File: src/rtl/mem_arbiter.sv
// Shares one single-ported SRAM between a fetch port and a data port, one access in flight.
// Define MEM_ARBITER_ROUND_ROBIN_EN for round-robin ties; otherwise data beats fetch.
module mem_arbiter #(
  parameter int unsigned ADDR_W = 12
) (
  input  logic              clk,
  input  logic              rst_n,
  input  logic              i_req,
  input  logic [ADDR_W-1:0] i_addr,
  output logic [31:0]       i_rdata,
  output logic              i_ready,
  input  logic              d_read,
  input  logic              d_write,
  input  logic [ADDR_W-1:0] d_addr,
  input  logic [31:0]       d_wdata,
  input  logic [3:0]        d_bytesel,
  output logic [31:0]       d_rdata,
  output logic              d_ready,
  output logic              s_read,
  output logic              s_write,
  output logic [ADDR_W-1:0] s_addr,
  output logic [31:0]       s_dataD,
  output logic [3:0]        s_byteSel,
  input  logic [31:0]       s_dataQ,
  input  logic              s_ready
);

  typedef enum logic [1:0] {StIdle, StAccess, StWait} state_e;

  state_e      state_q;
  logic        gnt_d_q;
  logic [31:0] i_rdata_q;
  logic [31:0] d_rdata_q;
  logic        d_req;
  logic        pick_d;
  logic        done;

  assign d_req = d_read | d_write;

`ifdef MEM_ARBITER_ROUND_ROBIN_EN
  // Set when the data port won the most recent grant; reset means fetch was last.
  logic last_d_q;
  assign pick_d = d_req & (~i_req | ~last_d_q);
`else
  assign pick_d = d_req;
`endif

  assign done    = (state_q == StWait) & s_ready;
  assign i_ready = done & ~gnt_d_q;
  assign d_ready = done & gnt_d_q;
  assign i_rdata = i_ready ? s_dataQ : i_rdata_q;
  assign d_rdata = d_ready ? s_dataQ : d_rdata_q;

  always_ff @(posedge clk or negedge rst_n) begin
    if (!rst_n) begin
      state_q   <= StIdle;
      gnt_d_q   <= 1'b0;
      s_read    <= 1'b0;
      s_write   <= 1'b0;
      s_addr    <= '0;
      s_dataD   <= '0;
      s_byteSel <= '0;
      i_rdata_q <= '0;
      d_rdata_q <= '0;
`ifdef MEM_ARBITER_ROUND_ROBIN_EN
      last_d_q  <= 1'b0;
`endif
    end else begin
      unique case (state_q)
        StIdle: begin
          if (d_req || i_req) begin
            gnt_d_q   <= pick_d;
            s_addr    <= pick_d ? d_addr : i_addr;
            // A simultaneous read and write is treated as a write.
            s_read    <= pick_d ? ~d_write : 1'b1;
            s_write   <= pick_d & d_write;
            s_byteSel <= (pick_d && d_write) ? d_bytesel : 4'b1111;
            if (pick_d) begin
              s_dataD <= d_wdata;
            end
`ifdef MEM_ARBITER_ROUND_ROBIN_EN
            last_d_q  <= pick_d;
`endif
            state_q   <= StAccess;
          end
        end
        StAccess: begin
          s_read  <= 1'b0;
          s_write <= 1'b0;
          state_q <= StWait;
        end
        StWait: begin
          if (s_ready) begin
            if (gnt_d_q) begin
              d_rdata_q <= s_dataQ;
            end else begin
              i_rdata_q <= s_dataQ;
            end
            state_q <= StIdle;
          end
        end
        default: begin
          s_read  <= 1'b0;
          s_write <= 1'b0;
          state_q <= StIdle;
        end
      endcase
    end
  end

endmodule

File: config.mk
export PLATFORM = sky130hd
export DESIGN_NAME = mem_arbiter
export DESIGN_NICKNAME = d
export VERILOG_FILES = /design/src/rtl/mem_arbiter.sv
export SDC_FILE = /design/constraint.sdc
export NUM_CORES = 1
export LEC_CHECK = 0
export CAP_MARGIN = 20
export CORE_UTILIZATION = 39
export DETAILED_ROUTE_END_ITERATION = 10
export PLACE_DENSITY = 0.77
export SLEW_MARGIN = 15
export SYNTH_ARGS = -nofsm -noshare
export SYNTH_HDL_FRONTEND = slang
export SYNTH_SLANG_ARGS = --single-unit
File: constraint.sdc
create_clock -name clk -period 1.8 [get_ports clk]
set_clock_uncertainty 0.15 [all_clocks]
set_input_delay 0.27 -clock clk [delete_from_list [all_inputs] [get_ports clk]]
set_output_delay 0.27 -clock clk [all_outputs]
set_load 0.02 [all_outputs]
==> results.txt <==
- The flow ran to the end, but the final reports show violations.
- Failing checks: negative setup slack
- Wire length of the first global-routing pass: 21,900 um
- Final core utilization: 0.681
* Average vias per placed instance: 4.81
- After routing, the total negative slack on setup checks comes to -35.96 ns.
* I/O pin count: 214
* Period utilization: 1.32
- For this run, the detailed router's first-pass iteration total came to 4.
* Buffers from clock root to sink, at most: 2
* Routability Congestion: 0.702
* Detail Placement HPWL: 8990 um
- In this run the worst path has a maximum fanout of 6.
- Total instance count after detailed placement: 707
- For this run, the number of standard cells in the final layout without fillers is 765.
- In this run the vertical extent of the chip is 116 um.
- TritonCTS created 17 clock buffers.
- Layout net count: 678
- Slew HR: 0.743
- At the pin with the least slew margin, the transition time is 0.380 ns.
- Mapped Area: 5090 um2
- Number of remaining DRC errors: 0
- Counting cells, the worst reg-to-reg path comes to 10.
- Final hold vios: 0
* Most area-hungry cell type in the Yosys netlist: dfrtp_1
* FF+latch count, synth: 117
- Max Transition Viols Final: 0
* Total inserted antenna cells: 0
- Total Routed Length: 14,400 um
* Site row count: 41
- Setup violations remaining at the end of the flow were counted as 110.
* Number of distinct library cells after synthesis: 21
- Total power density per cell area: 1960 nW/um2
- Worst vdd ir: 0.000913 V
- Area fraction of the dominant cell type after synthesis: 0.575
* Clock Latency Late Sink: 0.42 ns
* Arrival time of data at the critical path endpoint: 1.95 ns
* CP required: 1.38 ns
- The initial utilization of the core area, before any placement, comes to 0.402.
* 1st-iter DRT viols: 129
- YS warnings: 0
* CTS root buf: clkbuf_16
- Cell leakage power: 0.00411 uW
- Final routed wire length divided by cell count: 18.8 um
- The worst hold path belongs to the class in2async.
- CTS saw 117 sinks.
* Syn_area_per_cell: 16.0 um2
- Commonest cells after routing, fill and taps aside: dfrtp_1, clkdlybuf4s50_1, mux2_2, mux2_4, buf_6
* Number of max-cap violations: 0
* Clock tree from TritonCTS: done
- The number of global-route vias before repair was 4,109.
- Entering global routing, the biggest net connects 54 pins.
- Setup slack after layout: -0.569 ns
- The worst register-to-register path has a setup slack of -0.26 ns.
- Horizontal die dimension: 116 um
* GR Util All Layers: 0.220
- Final antenna-violating net count: 0
- After clock tree synthesis, the clock-pin slew on the worst setup and hold paths is 0.06 ns.
* Worst setup EP type: output pin
- Compared with the post-synthesis result, the final layout area differs by 69.6%.
* Input/output buffers: 213
* Die area: 13,500 um2
* Share of final-layout standard cells stronger than drive strength 1: 0.514
- Routed vias: 3,682
- Floorplan Core Area: 12,700 um2
- The critical path in this run is classified as reg2out.
- Summing internal, switching and leakage power gives 16,900 uW.
* Maximum frequency from static timing analysis: 0.422 GHz
* Dominant cells by area after synthesis: dfrtp_1, mux2_2, mux2_4
* Unrepaired setup endpoints after global routing: yes
- STA classifies the critical path startpoint as a flop.
- Syn nets: 417
- In the synthesized netlist, the number of instances is 319.
* Share of the yosys chip area belonging to registers: 0.575
- The number of antenna violations at the first check in global routing was 0.
* Final worst path period need: 2.37 ns
- The library cell used most frequently in the layout, excluding fill and tap cells, is dfrtp_1.
- Worst Hold Slack: 0.116 ns
- Grt total ovfl: 0
* # H-tree levels: 4
[cells by family (layout without fill, tap and decap cells)]
group | after synthesis | in the layout | synth area share
buf+inv | 27 | 301 | 0.0327
mux | 152 | 152 | 0.361
compound gates | 8 | 8 | 0.0103
simple gates | 15 | 15 | 0.0209
flops | 117 | 117 | 0.575
[state kept, by name, indices dropped and copies added (netlist names)]
signal	cells
d_rdata_q	32
gnt_d_q	1
i_rdata_q	32
s_addr	12
s_byteSel	4
s_dataD	32
s_read	1
s_write	1
state_q	2
[through the flow]
| stage | cell area (um2) | setup slack [ns] |
|---|---|---|
| after floorplan | 5240 | -0.0455 |
| after global placement | 7640 | -0.826 |
| after detailed placement | 7640 | -0.871 |
| after CTS | 8440 | -0.615 |
| after global routing | 8630 | -0.636 |
| final | 8630 | -0.569 |
[layer usage]
| layer | track usage | up-vias | routed length (um) |
|---|---|---|---|
| li1 | - | 1662 | - |
| met5 | 0 | - | 0 |
| met4 | 0.102 | 0 | 384 |
| met1 | 0.251 | 1842 | 5670 |
| met2 | 0.371 | 148 | 7390 |
| met3 | 0.0773 | 30 | 937 |
[cells in the mapped netlist (all sizes together)]
| cell type | count |
|---|---|
| mux2 | 152 |
| o21ai | 1 |
| nand3b | 1 |
| nand4 | 1 |
| nor2b | 2 |
| o21a | 1 |
| a21oi | 4 |
| or3 | 2 |
| dfrtp | 117 |
| nor3 | 2 |
| nor2 | 2 |
| and4bb | 1 |
| inv | 7 |
| o21ba | 1 |
| nor4b | 4 |
| buf | 20 |
| a21bo | 1 |
[area by class of cell]
type / count / area [um2]
clock buffer: 23 / 478
clock inverter: 9 / 125
fill: 919 / 4040
inverter: 7 / 26.3
multi-input combinational: 175 / 2140
sequential: 117 / 2930
tap: 172 / 215
timing repair buffer: 262 / 2720
[where the power goes]
part | switching (uW) | leakage [uW] | internal [uW]
clock network | 1170 | 0.000293 | 2280
registers | 626 | 0.00139 | 3970
logic | 4020 | 0.00242 | 4840
total | 5820 | 0.00411 | 11100
[repair_timing]
item,4_1_cts,5_1_grt
setup endpoints to repair,137,104
pin swaps,1,3
gates resized for setup,390,50
hold endpoints to repair,117,0
buffers inserted,10,8
cloned,8,1
hold buffers,1,0
[critical path: stages, from the launching register on]
cell     delay (ns)
dfrtp_1        0.40
buf_6          0.13
inv_2          0.04
nand4_1        0.11
buf_6          0.17
buf_12         0.13
buf_16         0.14
mux2_2         0.28
buf_6          0.13
[path summary, 6_finish.rpt]
kind	from	end
min in group clk	d_wdata[24]	s_dataD[24]
worst min-delay path	rst_n	s_dataD[16]
worst min register to register	i_rdata_q[21]	i_rdata_q[21]
worst max register to register	state_q[0]	d_rdata_q[24]
worst max-delay path	state_q[0]	d_rdata[14]
max in group asynchronous	rst_n	d_rdata_q[11]
No activity file was read; power rests on OpenSTA's default activity.
==> RTL edit: new RTL, same flow settings <==
The option `MEM_ARBITER_ROUND_ROBIN_EN` is turned on by a define.
--- a/src/rtl/mem_arbiter.sv
+++ b/src/rtl/mem_arbiter.sv
@@ -1,4 +1,6 @@
 // Shares one single-ported SRAM between a fetch port and a data port, one access in flight.
 // Define MEM_ARBITER_ROUND_ROBIN_EN for round-robin ties; otherwise data beats fetch.
+`define MEM_ARBITER_ROUND_ROBIN_EN
+
 module mem_arbiter #(
   parameter int unsigned ADDR_W = 12
Formal check against the unedited RTL: not equivalent (Yosys sat finds a counterexample within 10 cycles, from zero or initial values and one cycle with rst_n low).
==> RTL edit against the original RTL <==
  * The flow still finishes with violations (setup timing)
  * Synthesized cell count rose by 13%
  * Synthesized area is 5.8% higher
  * Core utilization grew 6.0 points
  * Total power up 9.8%
  * Wire length up 19%
  * Sequential cell count unchanged
  * Final cell count rose by 14%
  * Cell area grew 15%
  * Worst setup slack got worse by 33 ps
==> RTL edit: results <==
[status]
status = finished with violations
violations = setup timing

[placement]
pre_cts_slack_ps = -900
dpl_cell_area_sq_um = 8250
gp_congestion = 0.743
place_hpwl_mm = 9.64

[clock_tree]
clock_latency_ps = 410
cts_made_buffers = 17
htreeDepth = 4
root_buffer = clkbuf_16
clock_path_buffers = 2

[grt]
grt_max_degree = 70
grt.met3_usage_pct = 6.42
grt_pass1_wl_mm = 24.9
antenna_found_initial = 0
grt_pass1_vias = 4630
grtUsageMet1_pct = 27.6
grt_usage_pct = 23.1
use_met2_pct = 39.8

[logic_synthesis]
synth_async_sr_flop_share_pct = 100
synth-compound-area-share_pct = 3.83
synthesis.instances = 359
ys_warn_count = 0
synthMuxAreaShare_pct = 37.7
post_synth_most_frequent_cells = 131 x mux2_2, 117 x dfrtp_1, 29 x mux2_4
ys_types = 24
ys_seq_area_share_pct = 54.4
netlist_top_cells_area = dfrtp_1 54%, mux2_2 27%, mux2_4 8.1%
syn_nets = 457

[route]
finalWirelength_mm = 17.1
drtIter0Drc = 185
wl_met2_mm = 8.76
first_pass_iters = 4
vias = 4334
wl_met3_mm = 1.09
drt-met1-wl_mm = 6.93

[worst_setup_path]
crit_slowest_cell = dfrtp_1
arrival_ps = 1980
critPathMaxStageDelay_ps = 360
r2r-start = last_d_q
startpoint = state_q[1]

[power_and_ir_drop]
internal_power_mw = 12.1
ir_worst_vdd_uv = 863
p_leak_nw = 4.79

[cells_and_area]
fin_cells = 870
fin_nets = 779
fillers = 839
drive_above_1_share_pct = 54.0

[timing]
slew_headroom_pct = 75.3
fin_setup_tns_ps = -47430
layout_setup_ws_ps = -602
setup_viol = 142

[min_path]
hold_path.class = input port to asynchronous set/reset pin
[RTL edit: cell types whose count changed in the layout (fill, tap and decap cells not counted), sizes merged, moves of 2 or more]
cell / delta
a21oi: +21
buf: +65
dlygate4sd2: +7
dlymetal6s2s: -7
inv: -4
mux2: +8
mux2i: +12
nand2: +2
nor2b: -2
nor4b: -3
o22a: +4
[RTL edit: cell families after synthesis]
group / Yosys count
AOI/OAI and AO/OA: 34
and+or+nand+nor: 10
DFF: 117
muxes: 172
buffers and inverters: 26
[RTL edit: power groups by stage]
stage | Sequential [mW] | Clock, mW | Combinational (mW)
after CTS | 4.74 | 3.40 | 9.82
after detailed placement | 4.75 | 0 | 9.01
after global placement | 4.69 | 0 | 8.87
after floorplan | 5.26 | 0 | 4.59
final | 4.81 | 3.36 | 10.4
after global routing | 4.95 | 3.56 | 10.9
[RTL edit: area by class of cell]
class | count | area share, %
multi-input combinational | 216 | 27.2
clock buffer | 23 | 4.93
sequential | 117 | 29.6
tap | 176 | 2.23
timing repair buffer | 326 | 35.0
clock inverter | 9 | 1.01
inverter | 3 | 0.114
[RTL edit: final timing paths]
path | endpoint | slack, ps | cells after the start
worst min register to register | s_dataD[13] | 350 | 1
worst max register to register | s_dataD[29] | -270 | 7
worst min-delay path | d_rdata_q[7] | 90 | 2
min in group clk | s_byteSel[3] | 300 | 2
max in group asynchronous | s_dataD[5] | 850 | 3
worst max-delay path | i_rdata[11] | -600 | 6
[RTL edit: repair_timing]
item | in CTS | in global routing
hold buffers | 1 | 0
endpoints found under the hold margin | 117 | 0
cloned | 9 | 1
endpoints found under the setup margin | 158 | 167
setup buffers | 33 | 25
pin swaps | 1 | 3
gates resized for setup | 485 | 107
